**src/rtl/ps2_frame_rx.sv**
```systemverilog
`default_nettype none
// +----------------------------------------------------------------------------+
// | Module      : ps2_frame_rx                                                 |
// | Description : PS/2 device-to-host frame receiver. Synchronises and         |
// |               deglitches kbd_clk/kbd_dat, deserialises start/data/parity/  |
// |               stop frames, checks parity and stop bit, and queues good     |
// |               bytes in a first-word fall-through FIFO (valid/ready).       |
// | Options     : define PS2_TIMEOUT_EN to abort partial frames after          |
// |               TIMEOUT_CYC idle clk cycles.                                 |
// | Revision    : 1.0 - initial release                                        |
// +----------------------------------------------------------------------------+
module ps2_frame_rx #(
    parameter int DATA_BITS   = 8,      // 5..9, LSB first on the wire
    parameter int PARITY_MODE = 1,      // 0 none, 1 odd, 2 even
    parameter int FIFO_DEPTH  = 4,      // power of 2, >= 2
    parameter int SYNC_STAGES = 2,      // >= 2
    parameter int FILT_LEN    = 4,      // samples needed to flip the filtered clock
    parameter int TIMEOUT_CYC = 50000   // used only with PS2_TIMEOUT_EN
) (
    input  logic                          clk,
    input  logic                          reset,
    input  logic                          kbd_clk,
    input  logic                          kbd_dat,
    output logic [DATA_BITS-1:0]          dout,
    output logic                          dout_valid,
    input  logic                          dout_ready,
    output logic [$clog2(FIFO_DEPTH):0]   fifo_count,
    output logic                          parity_err,
    output logic                          frame_err,
    output logic                          overflow
);

    localparam int c_aw = $clog2(FIFO_DEPTH);
    localparam int c_fw = $clog2(FILT_LEN + 1);
    localparam int c_bw = $clog2(DATA_BITS + 1);

    localparam logic [c_aw:0]   c_depth     = (c_aw + 1)'(FIFO_DEPTH);
    localparam logic [c_fw-1:0] c_filt_last = c_fw'(FILT_LEN - 1);
    localparam logic [c_bw-1:0] c_bit_last  = c_bw'(DATA_BITS - 1);

    typedef enum logic [2:0] {
        S_IDLE   = 3'd0,
        S_DATA   = 3'd1,
        S_PARITY = 3'd2,
        S_STOP   = 3'd3,
        S_CHECK  = 3'd4
    } state_t;

    // ------------------------------------------------------------------
    // Synchroniser and clock deglitch filter
    // ------------------------------------------------------------------
    logic [SYNC_STAGES-1:0] clk_sync_q, clk_sync_d;
    logic [SYNC_STAGES-1:0] dat_sync_q, dat_sync_d;
    logic [c_fw-1:0]        filt_cnt_q, filt_cnt_d;
    logic                   filt_q, filt_d;
    logic                   filt_prev_q, filt_prev_d;
    logic                   clk_s;
    logic                   dat_s;
    logic                   strobe;

    assign clk_s  = clk_sync_q[SYNC_STAGES-1];
    assign dat_s  = dat_sync_q[SYNC_STAGES-1];
    // One-cycle strobe on each falling edge of the filtered clock.
    assign strobe = filt_prev_q & ~filt_q;

    // Shift raw pins through the synchronisers; flip the filtered clock only
    // after FILT_LEN consecutive samples disagree with its current level.
    always_comb begin
        clk_sync_d  = {clk_sync_q[SYNC_STAGES-2:0], kbd_clk};
        dat_sync_d  = {dat_sync_q[SYNC_STAGES-2:0], kbd_dat};
        filt_d      = filt_q;
        filt_cnt_d  = '0;
        filt_prev_d = filt_q;
        if (clk_s != filt_q) begin
            if (filt_cnt_q == c_filt_last) begin
                filt_d = clk_s;
            end else begin
                filt_cnt_d = filt_cnt_q + 1'b1;
            end
        end
    end

    // Input registers preset high so an idle bus never produces a strobe.
    always_ff @(posedge clk) begin
        if (reset) begin
            clk_sync_q  <= '1;
            dat_sync_q  <= '1;
            filt_cnt_q  <= '0;
            filt_q      <= 1'b1;
            filt_prev_q <= 1'b1;
        end else begin
            clk_sync_q  <= clk_sync_d;
            dat_sync_q  <= dat_sync_d;
            filt_cnt_q  <= filt_cnt_d;
            filt_q      <= filt_d;
            filt_prev_q <= filt_prev_d;
        end
    end

    // ------------------------------------------------------------------
    // Partial-frame timeout
    // ------------------------------------------------------------------
    state_t state_q, state_d;
    logic   tmo_hit;

`ifdef PS2_TIMEOUT_EN
    localparam int              c_tw       = $clog2(TIMEOUT_CYC + 1);
    localparam logic [c_tw-1:0] c_tmo_last = c_tw'(TIMEOUT_CYC - 1);

    logic [c_tw-1:0] tmo_q, tmo_d;

    // Count idle cycles between strobes while a frame is in flight.
    always_comb begin
        tmo_d   = tmo_q + 1'b1;
        tmo_hit = 1'b0;
        if (state_q == S_IDLE || state_q == S_CHECK || strobe) begin
            tmo_d = '0;
        end else if (tmo_q == c_tmo_last) begin
            tmo_hit = 1'b1;
            tmo_d   = '0;
        end
    end

    // Timeout counter register.
    always_ff @(posedge clk) begin
        if (reset) begin
            tmo_q <= '0;
        end else begin
            tmo_q <= tmo_d;
        end
    end
`else
    logic [31:0] unused_timeout;
    assign unused_timeout = TIMEOUT_CYC;
    assign tmo_hit        = 1'b0;
`endif

    // ------------------------------------------------------------------
    // Frame FSM
    // ------------------------------------------------------------------
    logic [c_bw-1:0]      bitcnt_q, bitcnt_d;
    logic [DATA_BITS-1:0] shift_q, shift_d;
    logic                 par_q, par_d;
    logic                 perr_q, perr_d;
    logic                 ferr_q, ferr_d;
    logic                 ovf_q, ovf_d;
    logic                 parity_ok;
    logic                 push;
    logic                 pop;
    logic                 fifo_full;

    // Received parity bit against the data word.
    always_comb begin
        parity_ok = 1'b1;
        if (PARITY_MODE == 1) begin
            parity_ok = (^shift_q) ^ par_q;
        end else if (PARITY_MODE == 2) begin
            parity_ok = ~((^shift_q) ^ par_q);
        end
    end

    // Next-state logic: every state but CHECK advances only on a strobe.
    always_comb begin
        state_d  = state_q;
        bitcnt_d = bitcnt_q;
        shift_d  = shift_q;
        par_d    = par_q;
        perr_d   = 1'b0;
        ferr_d   = 1'b0;
        ovf_d    = 1'b0;
        push     = 1'b0;
        case (state_q)
            S_IDLE: begin
                if (strobe && !dat_s) begin
                    state_d  = S_DATA;
                    bitcnt_d = '0;
                end
            end
            S_DATA: begin
                if (strobe) begin
                    shift_d  = {dat_s, shift_q[DATA_BITS-1:1]};
                    bitcnt_d = bitcnt_q + 1'b1;
                    if (bitcnt_q == c_bit_last) begin
                        state_d = (PARITY_MODE == 0) ? S_STOP : S_PARITY;
                    end
                end
            end
            S_PARITY: begin
                if (strobe) begin
                    par_d   = dat_s;
                    state_d = S_STOP;
                end
            end
            S_STOP: begin
                if (strobe) begin
                    if (dat_s) begin
                        state_d = S_CHECK;
                    end else begin
                        ferr_d  = 1'b1;
                        state_d = S_IDLE;
                    end
                end
            end
            S_CHECK: begin
                state_d = S_IDLE;
                if (!parity_ok) begin
                    perr_d = 1'b1;
                end else if (fifo_full && !pop) begin
                    ovf_d = 1'b1;
                end else begin
                    push = 1'b1;
                end
            end
            default: state_d = S_IDLE;
        endcase
        if (tmo_hit) begin
            state_d = S_IDLE;
            ferr_d  = 1'b1;
        end
    end

    // FSM state, datapath and registered error pulses.
    always_ff @(posedge clk) begin
        if (reset) begin
            state_q  <= S_IDLE;
            bitcnt_q <= '0;
            shift_q  <= '0;
            par_q    <= 1'b0;
            perr_q   <= 1'b0;
            ferr_q   <= 1'b0;
            ovf_q    <= 1'b0;
        end else begin
            state_q  <= state_d;
            bitcnt_q <= bitcnt_d;
            shift_q  <= shift_d;
            par_q    <= par_d;
            perr_q   <= perr_d;
            ferr_q   <= ferr_d;
            ovf_q    <= ovf_d;
        end
    end

    assign parity_err = perr_q;
    assign frame_err  = ferr_q;
    assign overflow   = ovf_q;

    // ------------------------------------------------------------------
    // Output FIFO (first-word fall-through)
    // ------------------------------------------------------------------
    logic [DATA_BITS-1:0] mem_q [FIFO_DEPTH];
    logic [c_aw-1:0]      wr_ptr_q, wr_ptr_d;
    logic [c_aw-1:0]      rd_ptr_q, rd_ptr_d;
    logic [c_aw:0]        count_q, count_d;

    assign dout_valid = (count_q != '0);
    assign fifo_full  = (count_q == c_depth);
    assign pop        = dout_valid & dout_ready;
    assign dout       = dout_valid ? mem_q[rd_ptr_q] : '0;
    assign fifo_count = count_q;

    // Pointer and occupancy update; pointers wrap naturally at FIFO_DEPTH.
    always_comb begin
        wr_ptr_d = push ? wr_ptr_q + 1'b1 : wr_ptr_q;
        rd_ptr_d = pop  ? rd_ptr_q + 1'b1 : rd_ptr_q;
        count_d  = count_q;
        if (push && !pop) begin
            count_d = count_q + 1'b1;
        end else if (pop && !push) begin
            count_d = count_q - 1'b1;
        end
    end

    // FIFO control registers.
    always_ff @(posedge clk) begin
        if (reset) begin
            wr_ptr_q <= '0;
            rd_ptr_q <= '0;
            count_q  <= '0;
        end else begin
            wr_ptr_q <= wr_ptr_d;
            rd_ptr_q <= rd_ptr_d;
            count_q  <= count_d;
        end
    end

    // Storage array; contents are meaningless while count is zero.
    always_ff @(posedge clk) begin
        if (push) begin
            mem_q[wr_ptr_q] <= shift_q;
        end
    end

endmodule
`default_nettype wire

```
**config.mk**
```make
export PLATFORM = sky130hd
export DESIGN_NAME = ps2_frame_rx
export DESIGN_NICKNAME = d
export VERILOG_FILES = /design/src/rtl/ps2_frame_rx.sv
export SDC_FILE = /design/constraint.sdc
export NUM_CORES = 1
export LEC_CHECK = 0
export CAP_MARGIN = 20
export CORE_MARGIN = 5
export CORE_UTILIZATION = 25
export CTS_BUF_LIST = sky130_fd_sc_hd__clkbuf_8 sky130_fd_sc_hd__clkbuf_16
export CTS_CLUSTER_DIAMETER = 50
export DETAILED_ROUTE_END_ITERATION = 10
export PLACE_DENSITY = 0.51
export SYNTH_ARGS = -nofsm -noshare
export SYNTH_HDL_FRONTEND = slang
export SYNTH_SLANG_ARGS = --single-unit
```
**constraint.sdc**
```tcl
create_clock -name clk -period 2.9 [get_ports clk]
set_input_delay 0.725 -clock clk [delete_from_list [all_inputs] [get_ports clk]]
set_output_delay 0.725 -clock clk [all_outputs]
set_load 0.1 [all_outputs]
```
==> out/results.ini, run 1 <==
[critical_path]
cp-start-kind=primary input
cp.arrival_ns=3.05
cp_max_fo=3
path_class=in2reg
endpoint_kind=flip-flop
worstPathRequired_ns=3.14

[detailed_routing]
via_per_inst=4.19
drc=0
wl_met3_um=221
first_pass_iters=4
drtAntennaViolNets=0
totalWireLength_um=4870
wl_met1_um=2260
dr_wl_met2_um=2310
wl_per_cell_um=12.4
highest_layer=met4
dr_total_vias=1643
drt_iter0_markers=36

[power]
p_per_area_mw_per_mm2=933
p_leak_nw=1.38
ir_worst_vdd_mv=0.550

[finish]
insertedDiodeCount=0
fin_util_pct=33.0
syn2layout_area_growth_pct=28.1
final_nets=261
drive_gt1_share_pct=31.7
nFillCells=1072

[synthesis]
ys.warnings.count=0
synth_edf_count=32
yosys-top-cells-area=edfxtp_1 34%, dfxtp_1 26%, mux4_2 6.4%
ys_types=37
netlist_area_mm2=0.00283
synth_seq_cells=69
synth.avg_cell_area_um2=13.1
syn-num-nets=229
synthCells=215
synth_top_area_cell=edfxtp_1
ys_top_cells_by_count=37 x dfxtp_1, 32 x edfxtp_1, 24 x nor2_1
yosysMostFrequentCell=dfxtp_1
dominantRegCellSynth=dfxtp_1
async_flop_share_pct=0
netlist.area_leader.share_pct=34.0
synth_seq_area_share_pct=60.2

[sta]
finalCritPeriodShare_pct=97.0
setup_viol=0
worstMarginPinSlew_ns=0.634
slew_violations=0
relSlewSlack_pct=57.6
setup_slack_ns=0.0872
finClkSkew_ns=0.00445
hold_viol=0
fmax_ghz=0.356
period_minus_slack_ns=2.81

[grt]
grt_use_total_pct=7.79
grt_pass1_wl_um=8030
antenna_found_initial=0
grt_pass1_vias=1638
grt_max_degree=19
overflow=0

[cts]
cts_sinks=69
cts-buffers-inserted=9
clk_latency_ns=0.32
cts_tree=done
htree_levels=3
path_clk_slew_ns=0.05
clockBufferDepth=2
cts-root-buf=clkbuf_16
ctsHoldBuffers=0

[placed_design]
dp_slack_ns=-0.320
io_buffers=19
dp_hpwl_um=3310
globalplace.congestion=0.720

[die]
ioPinCount=20
die-area_mm2=0.0135
fp.coreArea_mm2=0.0110
initial_core_util_pct=25.7
chipWidth_um=116
fp-row-count=38
die-height_um=116

[min_path]
hold_class=reg2reg

[status]
status=completed

[flow_run]
drv_cap=0

[stage by stage]
step,hold slack (ns),total power [mW],setup TNS [ns],instance area [um^2],instances
after detailed placement,0.394,2.35,-0.550,3310,375
after global routing,0.430,3.50,-0.0000282,3620,392
final,0.405,3.38,0,3620,392
after global placement,0.395,2.34,-0.458,3310,375
after floorplan,0.389,1.96,0,2840,215
after CTS,0.407,3.42,0,3600,391
[worst max-delay path, stage by stage]
cell and delay, ns:
clkdlybuf4s50_1 0.48, or4b_4 0.14, or3b_4 0.38, mux2i_4 0.15, ha_2 0.20, inv_1 0.05
fa_2 0.33, xor2_1 0.17, or3_1 0.31, a21oi_1 0.12
[routing by layer]
| metal | up-vias | GRT usage [%] |
|---|---|---|
| met1 | 781 | 9.76 |
| li1 | 825 | - |
| met4 | 0 | 3.94 |
| met5 | - | 0 |
| met2 | 27 | 12.2 |
| met3 | 10 | 2.33 |
[cells in the final DEF (no fill, tap or decap), drive strengths merged, types with 2 or more instances in the layout]
master and count:
or3 4, mux2i 12, xnor3 2, or4b 2
mux4 8, inv 7, or3b 2, xnor2 3
nand3 5, and2 12, edfxtp 32, buf 26
or2 6, clkdlybuf4s50 4, clkinv 6, clkbuf 9
nor2 24, nor2b 3, o21ai 2, nand4 2
dfxtp 37, xor2 6, nand2 9, nand3b 2
nand2b 2, a21oi 6, ha 8
[power by group]
group          switching [mW]  total [mW]  internal [mW]
Combinational           0.839        1.24          0.404
Clock                   0.394        1.05          0.660
Sequential             0.0367        1.08           1.04
Total                    1.27        3.38           2.11
[sequential cells by signal, indices dropped and copies added (netlist names), named ones only]
signal,count
parity_err,1
fifo_count,3
overflow,1
dat_sync_q,2
clk_sync_q,2
rd_ptr_q,2
state_q,3
filt_cnt_q,3
shift_q,8
wr_ptr_q,2
par_q,1
mem_q,32
frame_err,1
filt_prev_q,1
bitcnt_q,4
filt_prev_d,1
[cell type report]
class                   instances  area (um^2)  share of cell area, %
clock inverters                 7         66.3                   1.83
well taps                     140          175                   4.84
clock buffers                   9          225                   6.22
inverters                       7         26.3                  0.726
multi-input cells             130         1090                   30.0
flip-flops and latches         69         1710                   47.1
repair buffers                 30          335                   9.26
[logic make-up (layout without fill, tap and decap cells)]
logic type | count (synthesis) | in the layout | share of synthesized area, %
adder cells (fa/ha/maj) | 9 | 9 | 4.25
XOR/XNOR | 11 | 11 | 4.47
flip-flops | 69 | 69 | 60.2
multiplexers | 21 | 21 | 11.6
AO/OA/AOI/OAI | 12 | 12 | 2.48
buffers and inverters | 16 | 53 | 2.12
AND/OR/NAND/NOR | 77 | 77 | 14.9
[path summary, 6_finish.rpt]
kind                            cells past startpoint  slack (ns)          start             to
worst max-delay path                               10        0.09     dout_ready  fifo_count[2]
worst min-delay path                                1        0.41  dat_sync_q[0]  dat_sync_q[1]
worst max register to register                      9        0.18     shift_q[0]  fifo_count[2]
worst min register to register                      1        0.41  dat_sync_q[0]  dat_sync_q[1]
[repair_timing]
action                                 in CTS  in global routing
setup buffers                               0                  1
endpoints found under the hold margin       0                  0
resized for setup                           0                  4
setup endpoints to repair                   0                  1
No activity file was read; power rests on OpenSTA's default activity.
==> run 2: changes to the inputs <==
- PLACE_DENSITY: 0.51 -> 0.5
- clock period: 2.9 -> 3.6 ns (I/O delays scaled with it)
==> run 2 against run 1 <==
Clock-buffer cell count unchanged. Wire length increased by 3.6%. Utilization decreased by 1.7 points. First-iteration DRC count increased by 75%. Global-route usage increased by 0.54 points. Die area unchanged. Sequential power decreased by 19%. Critical path depth unchanged. Flip-flop and latch count unchanged. Clock skew increased by 0.0032 ns. Final cell count decreased by 2.3%. Largest cell class unchanged.
==> out/results.ini, run 2 (synthesis results as in run 1) <==
[finish]
top_register=mem_q
syn2layout_area_growth_pct=21.5
largest_register_ffs=32
layout_commonest_cell=dfxtp_1
nFillCells=1093
final_nets=252
fin_area_mm2=0.00343
insertedDiodeCount=0
largestRegisters=mem_q x32, shift_q x8, bitcnt_q x4
layout_common_cells=37 x dfxtp_1, 32 x edfxtp_1, 24 x nor2_1
drive_gt1_share_pct=23.9

[grt]
grt_pass1_vias=1627
grt_pass1_wl_um=8360
overflow=0
grt_use_total_pct=8.33
grt_max_degree=25
antenna_found_initial=0

[detailed_routing]
totalWireLength_um=5050
dr_total_vias=1630
first_pass_iters=4
drtAntennaViolNets=0
drc=0
via_per_inst=4.26
wl_per_cell_um=13.2
drt_iter0_markers=63

[placed_design]
dp_hpwl_um=3380
dpl_cell_area_mm2=0.00314
io_buffers=19
dp_slack_ns=0.119
globalplace.congestion=0.698

[cts]
htree_levels=3
cts-buffers-inserted=9
clockBufferDepth=2
cts-root-buf=clkbuf_16
cts_resized=0
path_clk_slew_ns=0.06
cts_sinks=69
clk_latency_ns=0.33
cts_setup_buffers=0
ctsHoldBuffers=0
cts_tree=done

[die]
chipWidth_um=116
ioPinCount=20
die-area_mm2=0.0135
fp-row-count=38
fp.coreArea_mm2=0.0110
initial_core_util_pct=25.7
die-height_um=116

[power]
p_per_area_mw_per_mm2=749
ir_worst_vdd_mv=0.712
p_total_mw=2.57
p_leak_nw=1.31

[min_path]
hold_class=reg2reg

[critical_path]
worstPathRequired_ns=3.84
cp-start-kind=primary input
path_class=in2reg
cp_max_fo=3
cpPeakStageDelay_ns=0.50
path_cells=clkdlybuf4s50_1 -> or4b_2 -> or3b_1 -> mux2i_4 -> ha_1 -> inv_1 -> fa_1 -> xor2_1 -> or3_1 -> a21oi_1
cp.arrival_ns=3.40
slowest_stage=clkdlybuf4s50_1
endpoint_kind=flip-flop

[sta]
fin_tns_setup_ns=0
fmax_ghz=0.316
setup_viol=0
setup_slack_ns=0.437
slew_violations=0
relSlewSlack_pct=38.4
finalCritPeriodShare_pct=87.8
finClkSkew_ns=0.00763
hold_viol=0
fin_hold_ws_ns=0.407
worstMarginPinSlew_ns=0.921
rsz0062_at_grt=no
period_minus_slack_ns=3.16

[status]
status=completed

[flow_run]
drv_cap=0

==> run 2: cell count changes in the layout (fill, tap and decap cells not counted), moves of 2 or more <==
cell,before,now
and2_1,0,8
and2_2,12,4
buf_12,8,0
dfxtp_1,34,37
dfxtp_2,3,0
inv_6,0,2
==> run 2: worst paths after layout <==
kind	from	end	slack, ns	cells after the start
max	dout_ready	fifo_count[2]	0.44	10
min reg2reg	dat_sync_q[0]	dat_sync_q[1]	0.41	1
min	dat_sync_q[0]	dat_sync_q[1]	0.41	1
max reg2reg	shift_q[0]	fifo_count[2]	0.74	9
==> run 2: per-layer routing <==
layer,up-vias,track usage (%),part of all wire (%)
li1,808,-,-
met1,786,9.94,47
met2,27,13.2,46
met3,9,3.42,5.3
met4,0,3.71,1.6
met5,-,0,0
==> run 2: layout make-up <==
| type | instances | area, um^2 | area share (%) |
|---|---|---|---|
| inverter | 7 | 26.3 | 0.765 |
| sequential | 69 | 1700 | 49.5 |
| multi-input combinational | 130 | 1060 | 31.0 |
| timing repair buffer | 21 | 168 | 4.88 |
| tap | 140 | 175 | 5.10 |
| clock inverter | 7 | 73.8 | 2.15 |
| clock buffer | 9 | 225 | 6.56 |
==> run 2: worst max-delay path, delay by kind of cell <==
kind                     cells  cell delay [ns]
multiplexers                 1             0.16
XOR/XNOR                     1             0.18
buffers and inverters        2             0.56
AO/OA/AOI/OAI                1             0.16
AND/OR/NAND/NOR              3             0.86
adder cells (fa/ha/maj)      2             0.58
==> run 2: through the flow <==
stage                     util (%)  instances
after floorplan                  -        215
after global placement        28.5        367
after detailed placement      28.5        367
after CTS                     31.3        383
after global routing          31.3        383
final                         31.3        383
==> run 2: where the power goes <==
group / switching, mW / internal (mW) / total (mW)
logic: 0.641 / 0.179 / 0.820
registers: 0.0358 / 0.836 / 0.872
clock network: 0.340 / 0.539 / 0.879
==> run 3: changes to the inputs <==
- PLACE_DENSITY: 0.5 -> default
- PLACE_DENSITY_LB_ADDON: default -> 0.15
==> run 3 against run 2 <==
Worst hold slack improved by 0.0019 ns. Via count shrank 1.4%. Clock-buffer cell count unchanged. Clock skew about the same. First-iteration DRC count fell by 29%. Critical path depth stayed put. Utilization shrank 0.080 points. Combinational power hardly changed. Largest cell class unchanged.
==> out/results.ini, run 3 (synthesis results as in run 1) <==
[flow_run]
drv_cap=0

[finish]
top_register=mem_q
largestRegisters=mem_q x32, shift_q x8, bitcnt_q x4
insertedDiodeCount=0
layout_commonest_cell=dfxtp_1
layout_common_cells=37 x dfxtp_1, 32 x edfxtp_1, 24 x nor2_1
final_nets=254
largest_register_ffs=32
drive_gt1_share_pct=24.5
syn2layout_area_growth_pct=21.2

[detailed_routing]
via_per_inst=4.17
dr_total_vias=1607
drc=0
first_pass_iters=4
totalWireLength_um=5090
drt_iter0_markers=45
wl_per_cell_um=13.2
drtAntennaViolNets=0

[die]
die-height_um=116
fp.coreArea_mm2=0.0110
ioPinCount=20
die-area_mm2=0.0135
initial_core_util_pct=25.7
fp-row-count=38
chipWidth_um=116

[power]
p_per_area_mw_per_mm2=725
ir_worst_vdd_mv=0.657
p_leak_nw=1.30
p_total_mw=2.48

[cts]
cts_resized=0
htree_levels=3
cts_tree=done
clockBufferDepth=2
ctsHoldBuffers=0
cts_sinks=69
cts-root-buf=clkbuf_16
path_clk_slew_ns=0.06
cts_setup_buffers=0
clk_latency_ns=0.32
cts-buffers-inserted=9

[sta]
fmax_ghz=0.322
finClkSkew_ns=0.00796
relSlewSlack_pct=51.5
setup_viol=0
worstMarginPinSlew_ns=0.725
hold_viol=0
finalCritPeriodShare_pct=86.3
period_minus_slack_ns=3.11
fin_tns_setup_ns=0
slew_violations=0
rsz0062_at_grt=no

[critical_path]
cp_max_fo=3
path_cells=clkdlybuf4s50_1 -> or4b_2 -> or3b_1 -> mux2i_4 -> ha_1 -> inv_1 -> fa_1 -> xor2_1 -> or3_1 -> a21oi_1
cpPeakStageDelay_ns=0.50
cp-start-kind=primary input
endpoint_kind=flip-flop
path_class=in2reg
worstPathRequired_ns=3.86
slowest_stage=clkdlybuf4s50_1
cp.arrival_ns=3.36

[grt]
overflow=0
grt_pass1_wl_um=8500
grt_use_total_pct=8.30
grt_max_degree=22
antenna_found_initial=0
grt_pass1_vias=1623

[status]
status=completed

[min_path]
hold_class=reg2reg

[placed_design]
globalplace.congestion=0.727
io_buffers=19
dp_hpwl_um=3510

-- run 3: cell type report --
cell class / count / area (um^2)
clock buffers: 9 / 225
inverters: 7 / 26.3
multi-input cells: 130 / 1060
well taps: 140 / 175
clock inverters: 7 / 50.0
repair buffers: 23 / 183
fillers: 1104 / 7560
flip-flops and latches: 69 / 1700
-- run 3: routing by layer --
layer	up-vias	part of all wire (%)	GRT usage, %
met5	-	0	0
met1	760	48	10.5
met3	4	4.0	3.68
li1	815	-	-
met2	28	47	13.0
met4	0	0.77	2.09
-- run 3: path summary, 6_finish.rpt --
| check | from | to | slack (ns) | cells past startpoint |
|---|---|---|---|---|
| worst min register to register | clk_sync_q[0] | clk_sync_q[1] | 0.41 | 1 |
| worst min-delay path | clk_sync_q[0] | clk_sync_q[1] | 0.41 | 1 |
| worst max register to register | shift_q[0] | fifo_count[2] | 0.80 | 9 |
| worst max-delay path | dout_ready | fifo_count[2] | 0.49 | 10 |
-- run 3: stage by stage --
| step | instances | worst slack [ns] | hold WS [ns] | utilization [%] | instance area (um^2) |
|---|---|---|---|---|---|
| after floorplan | 215 | 0.0933 | 0.389 | - | 2830 |
| after global placement | 369 | 0.205 | 0.392 | 28.7 | 3150 |
| after detailed placement | 369 | 0.168 | 0.399 | 28.7 | 3150 |
| after CTS | 385 | 0.500 | 0.412 | 31.2 | 3430 |
| after global routing | 385 | 0.381 | 0.421 | 31.2 | 3430 |
| final | 385 | 0.492 | 0.409 | 31.2 | 3430 |
-- run 3: worst max-delay path, delay by kind of cell --
kind	cells	cell delay, ns
compound gates	1	0.14
mux	1	0.15
fa+ha+maj	2	0.58
buf+inv	2	0.56
simple gates	3	0.86
xor+xnor	1	0.17
-- run 3: power breakdown --
part           leakage, nW  internal, mW  switching [mW]
combinational        0.573         0.180           0.637
sequential           0.596         0.837          0.0342
clock                0.128         0.466           0.330
